[src/rtl/dm_lsu_pkg.sv]
// Shared types and constants for the dm load/store initiator.
// The optional write-verify path is enabled with DM_LSU_VERIFY_EN.
package dm_lsu_pkg;

    localparam int CNT_W     = 4;
    localparam int DM_ADDR_W = 16;
    localparam int DM_DATA_W = 32;

    typedef enum logic [2:0] {
        S_IDLE,
        S_RD_WAIT,
        S_RD_CAP,
        S_WR_SETUP,
        S_WR_PULSE,
        S_WR_HOLD,
        S_DONE
    } state_e;

endpackage

[src/rtl/dm_lsu_wait_cnt.sv]
// Loadable down-counter with zero flag; times both read wait and write pulse.
module dm_lsu_wait_cnt
    import dm_lsu_pkg::*;
(
    input  logic             clk_i,
    input  logic             rst_i,
    input  logic             load_i,
    input  logic [CNT_W-1:0] load_val_i,
    input  logic             dec_i,
    output logic             zero_o
);

    logic [CNT_W-1:0] cnt_q, cnt_d;

    always_comb begin
        cnt_d = cnt_q;
        if (load_i)
            cnt_d = load_val_i;
        else if (dec_i && (cnt_q != '0))
            cnt_d = cnt_q - 1'b1;
    end

    always_ff @(posedge clk_i) begin
        if (rst_i)
            cnt_q <= '0;
        else
            cnt_q <= cnt_d;
    end

    assign zero_o = (cnt_q == '0);

endmodule

[src/rtl/dm_lsu.sv]
// Load/store initiator driving dm with a setup/pulse/hold write strobe.
// Define DM_LSU_VERIFY_EN to read back every store and flag mismatches.
module dm_lsu
    import dm_lsu_pkg::*;
#(
    parameter int ADDR_W   = DM_ADDR_W,
    parameter int DATA_W   = DM_DATA_W,
    parameter int RD_WAIT  = 1,
    parameter int WE_PULSE = 1
) (
    input  logic              clk_i,
    input  logic              rst_i,
    input  logic              req_valid_i,
    output logic              req_ready_o,
    input  logic              req_we_i,
    input  logic [ADDR_W-1:0] req_addr_i,
    input  logic [DATA_W-1:0] req_wdata_i,
    output logic              rsp_valid_o,
    output logic [DATA_W-1:0] rsp_rdata_o,
    output logic              rsp_err_o,
    output logic [ADDR_W-1:0] dm_read_addr_o,
    output logic [ADDR_W-1:0] dm_write_addr_o,
    output logic [DATA_W-1:0] dm_write_data_o,
    output logic              dm_we_o,
    input  logic [DATA_W-1:0] dm_read_data_i
);

    localparam logic [CNT_W-1:0] RD_LOAD = CNT_W'(RD_WAIT - 1);
    localparam logic [CNT_W-1:0] WE_LOAD = CNT_W'(WE_PULSE - 1);

    state_e            state_q, state_d;
    logic              accept;
    logic              cnt_load, cnt_dec, cnt_zero;
    logic [CNT_W-1:0]  cnt_val;
    logic [ADDR_W-1:0] rd_addr_q, wr_addr_q;
    logic [DATA_W-1:0] wr_data_q, rdata_q;
    logic              we_q;

    assign accept = req_valid_i && (state_q == S_IDLE);

    always_comb begin
        state_d = state_q;
        case (state_q)
            S_IDLE:     if (req_valid_i) state_d = req_we_i ? S_WR_SETUP : S_RD_WAIT;
            S_RD_WAIT:  if (cnt_zero) state_d = S_RD_CAP;
            S_RD_CAP:   state_d = S_DONE;
            S_WR_SETUP: state_d = S_WR_PULSE;
            S_WR_PULSE: if (cnt_zero) state_d = S_WR_HOLD;
`ifdef DM_LSU_VERIFY_EN
            S_WR_HOLD:  state_d = S_RD_WAIT;
`else
            S_WR_HOLD:  state_d = S_DONE;
`endif
            S_DONE:     state_d = S_IDLE;
            default:    state_d = S_IDLE;
        endcase
    end

    // Counter is reloaded on entry to either timed state so its zero flag
    // already reflects the new interval during the first cycle there.
    always_comb begin
        cnt_load = (state_d != state_q) &&
                   ((state_d == S_RD_WAIT) || (state_d == S_WR_PULSE));
        cnt_val  = (state_d == S_WR_PULSE) ? WE_LOAD : RD_LOAD;
        cnt_dec  = (state_q == S_RD_WAIT) || (state_q == S_WR_PULSE);
    end

    dm_lsu_wait_cnt u_wait_cnt (
        .clk_i      (clk_i),
        .rst_i      (rst_i),
        .load_i     (cnt_load),
        .load_val_i (cnt_val),
        .dec_i      (cnt_dec),
        .zero_o     (cnt_zero)
    );

    always_ff @(posedge clk_i) begin
        if (rst_i)
            state_q <= S_IDLE;
        else
            state_q <= state_d;
    end

    // dm_we comes straight from a flop so dm never sees a decode glitch.
    always_ff @(posedge clk_i) begin
        if (rst_i) begin
            we_q      <= 1'b0;
            rd_addr_q <= '0;
            wr_addr_q <= '0;
            wr_data_q <= '0;
            rdata_q   <= '0;
        end else begin
            we_q <= (state_d == S_WR_PULSE);
            if (accept && req_we_i) begin
                wr_addr_q <= req_addr_i;
                wr_data_q <= req_wdata_i;
            end
            if (accept && !req_we_i)
                rd_addr_q <= req_addr_i;
`ifdef DM_LSU_VERIFY_EN
            if (state_q == S_WR_HOLD)
                rd_addr_q <= wr_addr_q;
`endif
            if (state_q == S_RD_CAP)
                rdata_q <= dm_read_data_i;
        end
    end

`ifdef DM_LSU_VERIFY_EN
    logic store_q, err_q;

    // Case inequality so any X/Z readback bit is reported as a mismatch.
    always_ff @(posedge clk_i) begin
        if (rst_i) begin
            store_q <= 1'b0;
            err_q   <= 1'b0;
        end else begin
            if (accept) begin
                store_q <= req_we_i;
                err_q   <= 1'b0;
            end
            if (state_q == S_RD_CAP)
                err_q <= store_q && (dm_read_data_i !== wr_data_q);
        end
    end

    assign rsp_err_o = (state_q == S_DONE) && err_q;
`else
    assign rsp_err_o = 1'b0;
`endif

    assign req_ready_o     = (state_q == S_IDLE);
    assign rsp_valid_o     = (state_q == S_DONE);
    assign rsp_rdata_o     = rdata_q;
    assign dm_read_addr_o  = rd_addr_q;
    assign dm_write_addr_o = wr_addr_q;
    assign dm_write_data_o = wr_data_q;
    assign dm_we_o         = we_q;

endmodule

[config.mk]
export PLATFORM = sky130hd
export DESIGN_NAME = dm_lsu
export DESIGN_NICKNAME = d
export VERILOG_FILES = /design/src/rtl/dm_lsu_pkg.sv /design/src/rtl/dm_lsu_wait_cnt.sv /design/src/rtl/dm_lsu.sv
export SDC_FILE = /design/constraint.sdc
export NUM_CORES = 1
export LEC_CHECK = 0
export ABC_AREA = 1
export ABC_CLOCK_PERIOD_IN_PS = 1600
export BUFFER_PORTS_ARGS = -buffer_cell sky130_fd_sc_hd__buf_2
export CAP_MARGIN = 0
export CORE_MARGIN = 5
export CORE_UTILIZATION = 46
export CTS_CLUSTER_SIZE = 12
export DETAILED_ROUTE_END_ITERATION = 8
export GPL_ROUTABILITY_DRIVEN = 0
export GPL_TIMING_DRIVEN = 0
export PLACE_DENSITY = 0.79
export SLEW_MARGIN = 40
export SYNTH_ARGS = -nofsm -noshare
export SYNTH_HDL_FRONTEND = slang
export SYNTH_SLANG_ARGS = --single-unit
export TNS_END_PERCENT = 30
[constraint.sdc]
create_clock -name clk_i -period 1.6 [get_ports clk_i]
set_input_delay 0.08 -clock clk_i [delete_from_list [all_inputs] [get_ports clk_i]]
set_output_delay 0.08 -clock clk_i [all_outputs]
set_load 0.03 [all_outputs]
# After elaboration in Yosys (flattened, before gate mapping)
# Index checks and enable logic that the tools add are counted.
# word_totals
ff_bits	104
inputBits	84
output_inout_bits	100
elab_cells	35
# classes
add_sub_neg	1
eq_ne	9
muxes	5
reduce_logical	13
# ops
operator	n
case mux 3 bit (5 select lines)	1
== test 3 bit, second input constant	4
2-to-1 mux 3 bit	3
== test 3 x 1 -> 1 bit, second input constant	2
== test 3 x 2 -> 1 bit, second input constant	2
logical AND 1 bit	5
zero test 4 bit	1
nonzero test 4 bit	1
OR reduction 2 bit	2
subtractor 4 x 1 -> 4 bit, second input constant	1
zero test 3 bit	1
!= test 3 bit	1
logical OR 1 bit	2
2-to-1 mux 2 bit	1
zero test 1 bit	1

# Longest topological paths before layout
# Gate-level depths: netlist (run 1).
# logic_depth
depth_word	7
depth_mapped	11
ltp_nobuf	11

# Modules after synthesis
# A second synthesis (run 1) with hierarchy kept.
# unflattened
hier_cells	514
area_unflattened_um2	3992.6
# modules_own_cells
module	instances	cells_per_inst	area_each_um2	seq_area_each_um2
dm_lsu	1	473	3718.6	2001.9
dm_lsu_wait_cnt	1	41	274.0	80.1

# Worst setup path before layout (run 1)
# Ideal clock, no wire load.
# synth_timing
path_type	register -> register
startpoint	register state_q[0]
endpoint	register wr_addr_q[0], in the netlist dm_write_addr_o[0]
setup_ns	0.113
arrival_time_ns	1.336
required_ns	1.487
slack_ns	0.151
stages_incl_launch_ff	10
path_buffers	3
synth_period_minus_slack_ns	1.449
cell_sequence	dfxtp_1 buf_6 inv_2 nand2_2 nor2_4 nand3_4 buf_6 buf_2 o21ai_1 nor2_1
# synth_between
elab_chain_len	3
# synth_rtl
item	line_no	text
from (decl)	dm_lsu.sv:31	state_e state_q, state_d;
from (signal assigned)	dm_lsu.sv:81	state_q <= state_d;
zero test 3 bit	-	
named net req_ready_o	dm_lsu.sv:14	output logic req_ready_o,
logical AND 1 bit	dm_lsu.sv:39	assign accept = req_valid_i && (state_q == S_IDLE);
logical AND 1 bit	dm_lsu.sv:94	if (accept && req_we_i) begin
to (signal assigned)	dm_lsu.sv:95	wr_addr_q <= req_addr_i;
to (decl)	dm_lsu.sv:35	logic [ADDR_W-1:0] rd_addr_q, wr_addr_q;
# The timed path passes the listed nets, and every way through them passes these cells.
# A chain may end at the register's enable or synchronous reset.

# Worst setup path in the final report (run 1)
# layout_timing
startpoint	register state_q[0]
endpoint	register wr_data_q[28], in the netlist dm_write_data_o[28]
# layout_between
elab_chain_len	3
# layout_rtl
item	line_no	text
zero test 3 bit	dm_lsu.sv:39	
logical AND 1 bit	dm_lsu.sv:39	
logical AND 1 bit	dm_lsu.sv:94	
to (signal assigned)	dm_lsu.sv:96	wr_data_q <= req_wdata_i;
to (decl)	dm_lsu.sv:36	logic [DATA_W-1:0] wr_data_q, rdata_q;
# Every way passes these cells.

==> qor.txt, run 1 <==
Top cell family by delay on the critical path: buffers and inverters
CTS max path bufs: 2
Worst Hold End: rsp_rdata_o[11]
DP Area: 0.004987 mm^2
Final HPWL DP: 8.537 mm
Clk pwr share: 15.7%
Final Hold Vio Count: 0
Die area: 0.01053 mm^2
Sequential area share after synthesis: 52.78%
Vias in the first global route: 4116
CTS clock-pin slew for the worst setup and hold paths: 110 ps
Sequential power share: 37.9%
Sw Pwr: 4389 uW
First-pass GRT wire length: 19.25 mm
Die height: 102.6 um
Post-layout nets: 832
Pwr Density: 1676 mW/mm^2
Slew headroom: 65.98%
CP Capture Type: flip-flop
Max Slew Vio Count: 0
HP Class: input pin to flip-flop
Worst skew pair latency: 360 ps
IO Pins: 184
Synth Area in Compound Gates: 19.92%
Finished Cell Area: 0.005773 mm^2
Die W: 102.6 um
Crit-path slowest cell: dfxtp_1
FILL cells: 665
Number of synthesized flops with an enable pin: 0
CP max FO: 10
Outcome: finished, final reports clean
Vias/cell: 4.805
Worst-Margin Slew: 510.3 ps
Sw frac: 45.37%
Vias: 4118
R2R cell count: 9
Hold depth: 3
Clock sink count: 104
Pin count of the biggest net entering global routing: 19
Core box area: 0.008299 mm^2
Worst-path cell chain: buf_6 > inv_2 > nand2_2 > nor2_4 > nand3_4 > buf_6 > buf_2 > o21ai_1 > nor2_1
Crit path top cell by count: buf_6
Routed len/inst: 14.49 um
Tmin final: 1502 ps
Diode count: 0
Commonest register cell after synthesis: dfxtp_1
Synth area leader: dfxtp_1
Post-synthesis mux area share: 0%
Max_cap viols: 0
Ys async rst share: 0%
Kind of critical path: flip-flop to flip-flop
Root buffer cell: clkbuf_8
Initial Util: 47.54%
DRT iter0 DRCs: 130
Yosys top cell area share: 52.78%
Final setup fails: 0
Clk_skew: 17.03 ps
RSZ-0062 raised after global routing: yes
Critical Path AT: 1750 ps
Detailed Route WL: 12.42 mm
Min setup slack post-route: 97.68 ps
CTS Buf Count: 9
Number of port buffers: 182
TritonCTS clock tree: built
Top cells by count, synth: nor2_1 (110), dfxtp_1 (104), o21ai_0 (75)
Gate power share: 46.4%
Slowest stage delay, CP: 320 ps
Routed Antenna Nets: 0
RR Endpoint: dm_write_data_o[28]
Layout cells sized above 1: 33.24%
Hold slack: 5.418 ps
Total Routing Usage GR: 23.17%
Area grow syn2layout: 46.34%
Internal reg-to-reg setup slack: 100 ps
Post-Synthesis Cells: 495
Leakage: 0.002756 uW
Largest cells by area after synthesis: dfxtp_1 (53%), nor2_1 (10%), o21ai_0 (9.5%)
Main combinational cell family by area after synthesis: compound AO/OA/AOI/OAI gates
GRT Residual Overflow: 0
Most frequent cell after synthesis: nor2_1
DRC violations left: 0
Fin crit share: 93.90%
Synthesis Warnings: 0
Crit path launch type: flip-flop
Worst vdd ir: 0.0007916 V
Critical Path RT: 1840 ps
Cell area after synthesis: 0.003945 mm^2
Total power: 9673 uW
Depth of the CTS H-tree: 3
Synth Area per Inst: 7.970 um^2
Power Internal: 5285 uW
Router iterations before antenna repair: 4
Post-synthesis simple-gate area fraction: 14.91%
Hold_sp: dm_read_data_i[11]
Post-synth cell types: 27
Peak Freq: 665.6 MHz
XOR/XNOR share of the synthesized area: 0.6660%
Worst reg2reg startpoint: state_q[0]
Seq cells post-synth: 104
Initial antenna violation count: 0
Synth Net Count: 580
Synth Area in Adders: 0.3172%
Crit path buf inv count: 4
Pre-CTS WS: -47.58 ps
Site Rows: 33
-- registers in the layout (all words and copies together), names as in the netlist --
name,count
dm_write_data_o,32
rsp_rdata_o,32
dm_read_addr_o,16
dm_write_addr_o,16
u_wait_cnt.cnt_q,4
state_q,3
dm_we_o,1
-- power groups by stage --
| stage | Combinational (uW) | Sequential (uW) | Clock (uW) |
|---|---|---|---|
| floorplan | 1710 | 5020 | 0 |
| global placement | 4200 | 3670 | 0 |
| detailed placement | 4300 | 3710 | 0 |
| CTS | 4410 | 3650 | 1550 |
| global route | 4840 | 3760 | 1660 |
| finish | 4490 | 3670 | 1510 |
-- cells in the final DEF (no fill, tap or decap), types with 2 or more instances in the layout --
cell type | netlist | final
dfxtp_2 | 0 | 3
inv_2 | 4 | 4
clkbuf_2 | 0 | 3
clkbuf_1 | 13 | 12
inv_6 | 0 | 2
o21ai_2 | 2 | 2
nand4_1 | 2 | 2
buf_2 | 9 | 191
nor2_2 | 2 | 3
a21oi_1 | 38 | 38
clkbuf_8 | 0 | 9
buf_6 | 9 | 9
nor2_1 | 110 | 109
clkinv_4 | 0 | 2
nand2_2 | 3 | 5
nand3_1 | 3 | 3
inv_1 | 60 | 60
nand3_2 | 2 | 2
o21ai_0 | 75 | 74
dlygate4sd3_1 | 0 | 59
nand2_1 | 15 | 13
dfxtp_1 | 104 | 101
o21ai_1 | 23 | 24
xor2_1 | 3 | 3
a21oi_2 | 10 | 10
-- kinds of logic after synthesis --
logic type | count (synthesis)
compound gates | 148
simple gates | 141
flops | 104
buf+inv | 97
xor+xnor | 3
fa+ha+maj | 1
other cells | 1
-- worst register-to-register path, stage by stage (launching register included) --
cell     delay (ps)
dfxtp_1         320
buf_6           130
inv_2            60
nand2_2          60
nor2_4          120
nand3_4         120
buf_6           170
buf_2           180
o21ai_1         170
nor2_1           70
-- metal layers --
layer  part of all wire, %  vias up  global-route usage [%]
li1                      -     2067                       -
met1                    38     1833                   25.78
met2                    51      178                   42.65
met3                   7.6       40                   4.939
met4                   3.1        0                   9.384
met5                     0        -                       0
-- worst max path at each step --
| stage | cells past startpoint | slack (ps) | end | start |
|---|---|---|---|---|
| after global routing | 6 | -10 | rsp_rdata_o[20] | state_q[2] |
| after CTS | 11 | 10 | u_wait_cnt.cnt_q[3] | u_wait_cnt.cnt_q[0] |
| after detailed placement | 6 | -50 | dm_write_data_o[22] | rst_i |
| after floorplan | 9 | 150 | dm_write_addr_o[0] | state_q[0] |
| after global placement | 6 | 30 | dm_write_data_o[17] | rst_i |
| final | 9 | 100 | dm_write_data_o[28] | state_q[0] |
-- metrics by stage --
step / util [%] / instances / TNS (ps)
floorplan: - / 495 / 0
global placement: 60.09 / 782 / 0
detailed placement: 60.09 / 782 / -169.5
CTS: 69.23 / 856 / 0
global route: 69.56 / 857 / -10.24
finish: 69.56 / 857 / 0
-- cell type report --
type / count / area (um^2) / area share [%]
sequential: 104 / 2086 / 36.13
timing repair buffer: 241 / 1501 / 26.01
multi-input combinational: 294 / 1426 / 24.71
inverter: 64 / 240.2 / 4.161
buffer: 33 / 210.2 / 3.641
clock buffer: 11 / 131.4 / 2.276
tap: 105 / 131.4 / 2.276
clock inverter: 5 / 46.29 / 0.8019
-- what timing repair did --
action / 4_1_cts / 5_1_grt
gates resized for setup: 0 / 14
hold endpoints to repair: 65 / 1
endpoints found under the setup margin: 0 / 24
buffers inserted: 0 / 0
hold buffers: 58 / 1
Power figures use the tool's default switching activity.
==> run 2: changes to the inputs <==
Settings changed: ABC_AREA 1 to unset, CORE_UTILIZATION 46 to 45.
==> run 2 against run 1 <==
Against the previous run: clock power is essentially flat; sequential share of layout area decreased by 0.31 points; non-clock buffer count grew 23; synthesized cell count fell by 5.1%; critical path type unchanged; critical endpoint is now dm_write_addr_o[1].
==> qor.txt, run 2 <==
Finished Cell Area: 0.005817 mm^2 (was 0.005773 mm^2)
Initial Util: 45.91% (was 47.54%)
Worst skew pair latency: 360 ps (about the same)
Routed len/inst: 14.78 um (was 14.49 um)
Sequential area share after synthesis: 55.47% (was 52.78%)
CP max FO: 10 (unchanged)
First-pass GRT wire length: 19.80 mm (was 19.25 mm)
Worst-Margin Slew: 620.5 ps (was 510.3 ps)
Crit path buf inv count: 3 (was 4)
Max Slew Vio Count: 0 (unchanged)
Top cell family by delay on the critical path: buffers and inverters (unchanged)
Largest cells by area after synthesis: dfxtp_1 (55%), nand2_1 (19%), a21oi_1 (13%) (was dfxtp_1 (53%), nor2_1 (10%), o21ai_0 (9.5%))
Total Routing Usage GR: 24.21% (was 23.17%)
Router iterations before antenna repair: 4 (unchanged)
Layout cells sized above 1: 30.29% (was 33.24%)
Pwr Density: 1249 mW/mm^2 (was 1676 mW/mm^2)
Worst reg2reg startpoint: state_q[2] (was state_q[0])
Leakage: 0.002607 uW (was 0.002756 uW)
Most frequent cells in the layout: nand2_1 (193), buf_2 (187), dfxtp_1 (103) (was buf_2 (191), nor2_1 (109), dfxtp_1 (101))
Worst vdd ir: 0.0007392 V (was 0.0007916 V)
Final HPWL DP: 8.233 mm (was 8.537 mm)
CP startpoint: state_q[2] (was state_q[0])
Vias/cell: 4.935 (was 4.805)
Pre-CTS WS: -7.181 ps (was -47.58 ps)
Vias: 4200 (was 4118)
Yosys top cell area share: 55.47% (was 52.78%)
Die W: 101.3 um (was 102.6 um)
Diode count: 0 (unchanged)
Commonest register cell after synthesis: dfxtp_1 (unchanged)
RR Endpoint: dm_write_addr_o[1] (was dm_write_data_o[28])
Post-synth cell types: 34 (was 27)
RSZ-0062 raised after global routing: yes (unchanged)
Slowest stage delay, CP: 310 ps (was 320 ps)
CTS Buf Count: 9 (unchanged)
Synth area leader: dfxtp_1 (unchanged)
Top cells by count, synth: nand2_1 (193), dfxtp_1 (104), a21oi_1 (97) (was nor2_1 (110), dfxtp_1 (104), o21ai_0 (75))
HP Class: input pin to flip-flop (unchanged)
Vias in the first global route: 4250 (was 4116)
CP Capture Type: flip-flop (unchanged)
DRC violations left: 0 (unchanged)
Stages on worst setup path: 7 (was 9)
IO Pins: 184 (unchanged)
Slew headroom: 58.63% (was 65.98%)
Synth Area per Inst: 7.986 um^2 (was 7.970 um^2)
Most common cell after layout, fill and taps aside: nand2_1 (was buf_2)
R2R cell count: 7 (was 9)
Area grow syn2layout: 54.97% (was 46.34%)
Cell area after synthesis: 0.003754 mm^2 (was 0.003945 mm^2)
Final cell count without fillers: 851 (was 857)
Fin util: 71.15% (was 69.56%)
Internal reg-to-reg setup slack: 90 ps (was 100 ps)
CTS max path bufs: 2 (unchanged)
Kind of critical path: flip-flop to flip-flop (unchanged)
Clock sink count: 104 (unchanged)
DRT iter0 DRCs: 95 (was 130)
Final setup fails: 0 (unchanged)
Crit-path slowest cell: dfxtp_1 (unchanged)
Depth of the CTS H-tree: 3 (unchanged)
Crit path launch type: flip-flop (unchanged)
Pin count of the biggest net entering global routing: 17 (was 19)
Core box area: 0.008175 mm^2 (was 0.008299 mm^2)
GRT Residual Overflow: 0 (unchanged)
Die height: 101.3 um (was 102.6 um)
Detailed Route WL: 12.58 mm (was 12.42 mm)
Critical Path RT: 1840 ps (about the same)
Critical path capture point: dm_write_addr_o[1] (was dm_write_data_o[28])
TritonCTS clock tree: built (unchanged)
Total power: 7268 uW (was 9673 uW)
Post-layout nets: 828 (was 832)
Synth Net Count: 555 (was 580)
Final Hold Vio Count: 0 (unchanged)
Initial antenna violation count: 0 (unchanged)
Site Rows: 33 (unchanged)
CTS clock-pin slew for the worst setup and hold paths: 100 ps (was 110 ps)
Number of port buffers: 182 (unchanged)
Worst-path cell chain: buf_2 > nor3_4 > nand3_2 > buf_6 > clkbuf_4 > nand2_1 > a21oi_1 (was buf_6 > inv_2 > nand2_2 > nor2_4 > nand3_4 > buf_6 > buf_2 > o21ai_1 > nor2_1)
Root buffer cell: clkbuf_8 (unchanged)
Min setup slack post-route: 93.48 ps (was 97.68 ps)
Clk_skew: 9.110 ps (was 17.03 ps)
Critical Path AT: 1740 ps (was 1750 ps)
Tmin final: 1507 ps (was 1502 ps)
Placed cell count: 757 (was 782)
Fin crit share: 94.16% (was 93.90%)
Ys async rst share: 0% (unchanged)
Post-Synthesis Cells: 470 (was 495)
Max_cap viols: 0 (unchanged)
Most frequent cell after synthesis: nand2_1 (was nor2_1)
Die area: 0.01027 mm^2 (was 0.01053 mm^2)
Routed Antenna Nets: 0 (unchanged)
Peak Freq: 663.8 MHz (was 665.6 MHz)
Number of synthesized flops with an enable pin: 0 (unchanged)
Seq cells post-synth: 104 (unchanged)
Outcome: finished, final reports clean (unchanged)
Synthesis Warnings: 0 (unchanged)
DP Area: 0.004796 mm^2 (was 0.004987 mm^2)
-- run 2: through the flow --
step | hold slack (ps) | TNS (ps)
after floorplan | 216.0 | 0
after global placement | 319.8 | 0
after detailed placement | 325.5 | -7.181
after CTS | 52.46 | 0
after global routing | 54.45 | -23.73
final | 61.79 | 0
-- run 2: layout make-up --
cell class                      instances  area, um^2
Fill cell                             644        2359
Inverter                                3       11.26
Tap cell                              105       131.4
Multi-Input combinational cell        328        1503
Clock inverter                          4       31.28
Timing Repair Buffer                  263        1719
Sequential cell                       104        2083
Clock buffer                           10       137.6
Buffer                                 34       200.2
-- run 2: worst min path at each step --
stage / startpoint / endpoint / cells past startpoint
after global placement: dm_read_data_i[12] / rsp_rdata_o[12] / 3
after global routing: rst_i / u_wait_cnt.cnt_q[3] / 3
after floorplan: req_addr_i[10] / dm_write_addr_o[10] / 2
after detailed placement: dm_read_data_i[11] / rsp_rdata_o[11] / 3
after CTS: rst_i / u_wait_cnt.cnt_q[2] / 3
final: rst_i / u_wait_cnt.cnt_q[2] / 3
-- run 2: cells by family (layout without fill, tap and decap cells) --
kind of cell	Yosys count	in the layout	share of synthesized area, %
other	1	1	0.09990
XOR/XNOR	5	5	1.167
adder cells (fa/ha/maj)	1	1	0.3333
AND/OR/NAND/NOR	218	218	23.97
buffers and inverters	38	314	4.933
AO/OA/AOI/OAI	103	103	14.03
flip-flops	104	104	55.47
-- run 2: metal layers --
| metal | part of all wire, % | GRT usage [%] |
|---|---|---|
| met4 | 2.1 | 8.487 |
| met1 | 40 | 26.48 |
| met3 | 8.8 | 7.920 |
| met2 | 49 | 43.71 |
| met5 | 0 | 0 |
-- run 2: timing repair --
item                                    in CTS  in global routing
hold buffers                                80                  0
hold endpoints to repair                    96                  0
buffers inserted                             0                  1
resized for setup                            3                 19
endpoints found under the setup margin      14                 64
pin swaps                                    0                  1
-- run 2: power by group --
group	switching [uW]	total (uW)	internal, uW
combinational	1760	2660	902
sequential	188	3130	2940
clock	880	1480	597
-- run 2: worst register-to-register path: cells and delay by family, from the launching register on --
kind | cells | cell delay, ps
flip-flops | 1 | 310
AND/OR/NAND/NOR | 3 | 470
AO/OA/AOI/OAI | 1 | 70
buffers and inverters | 3 | 540
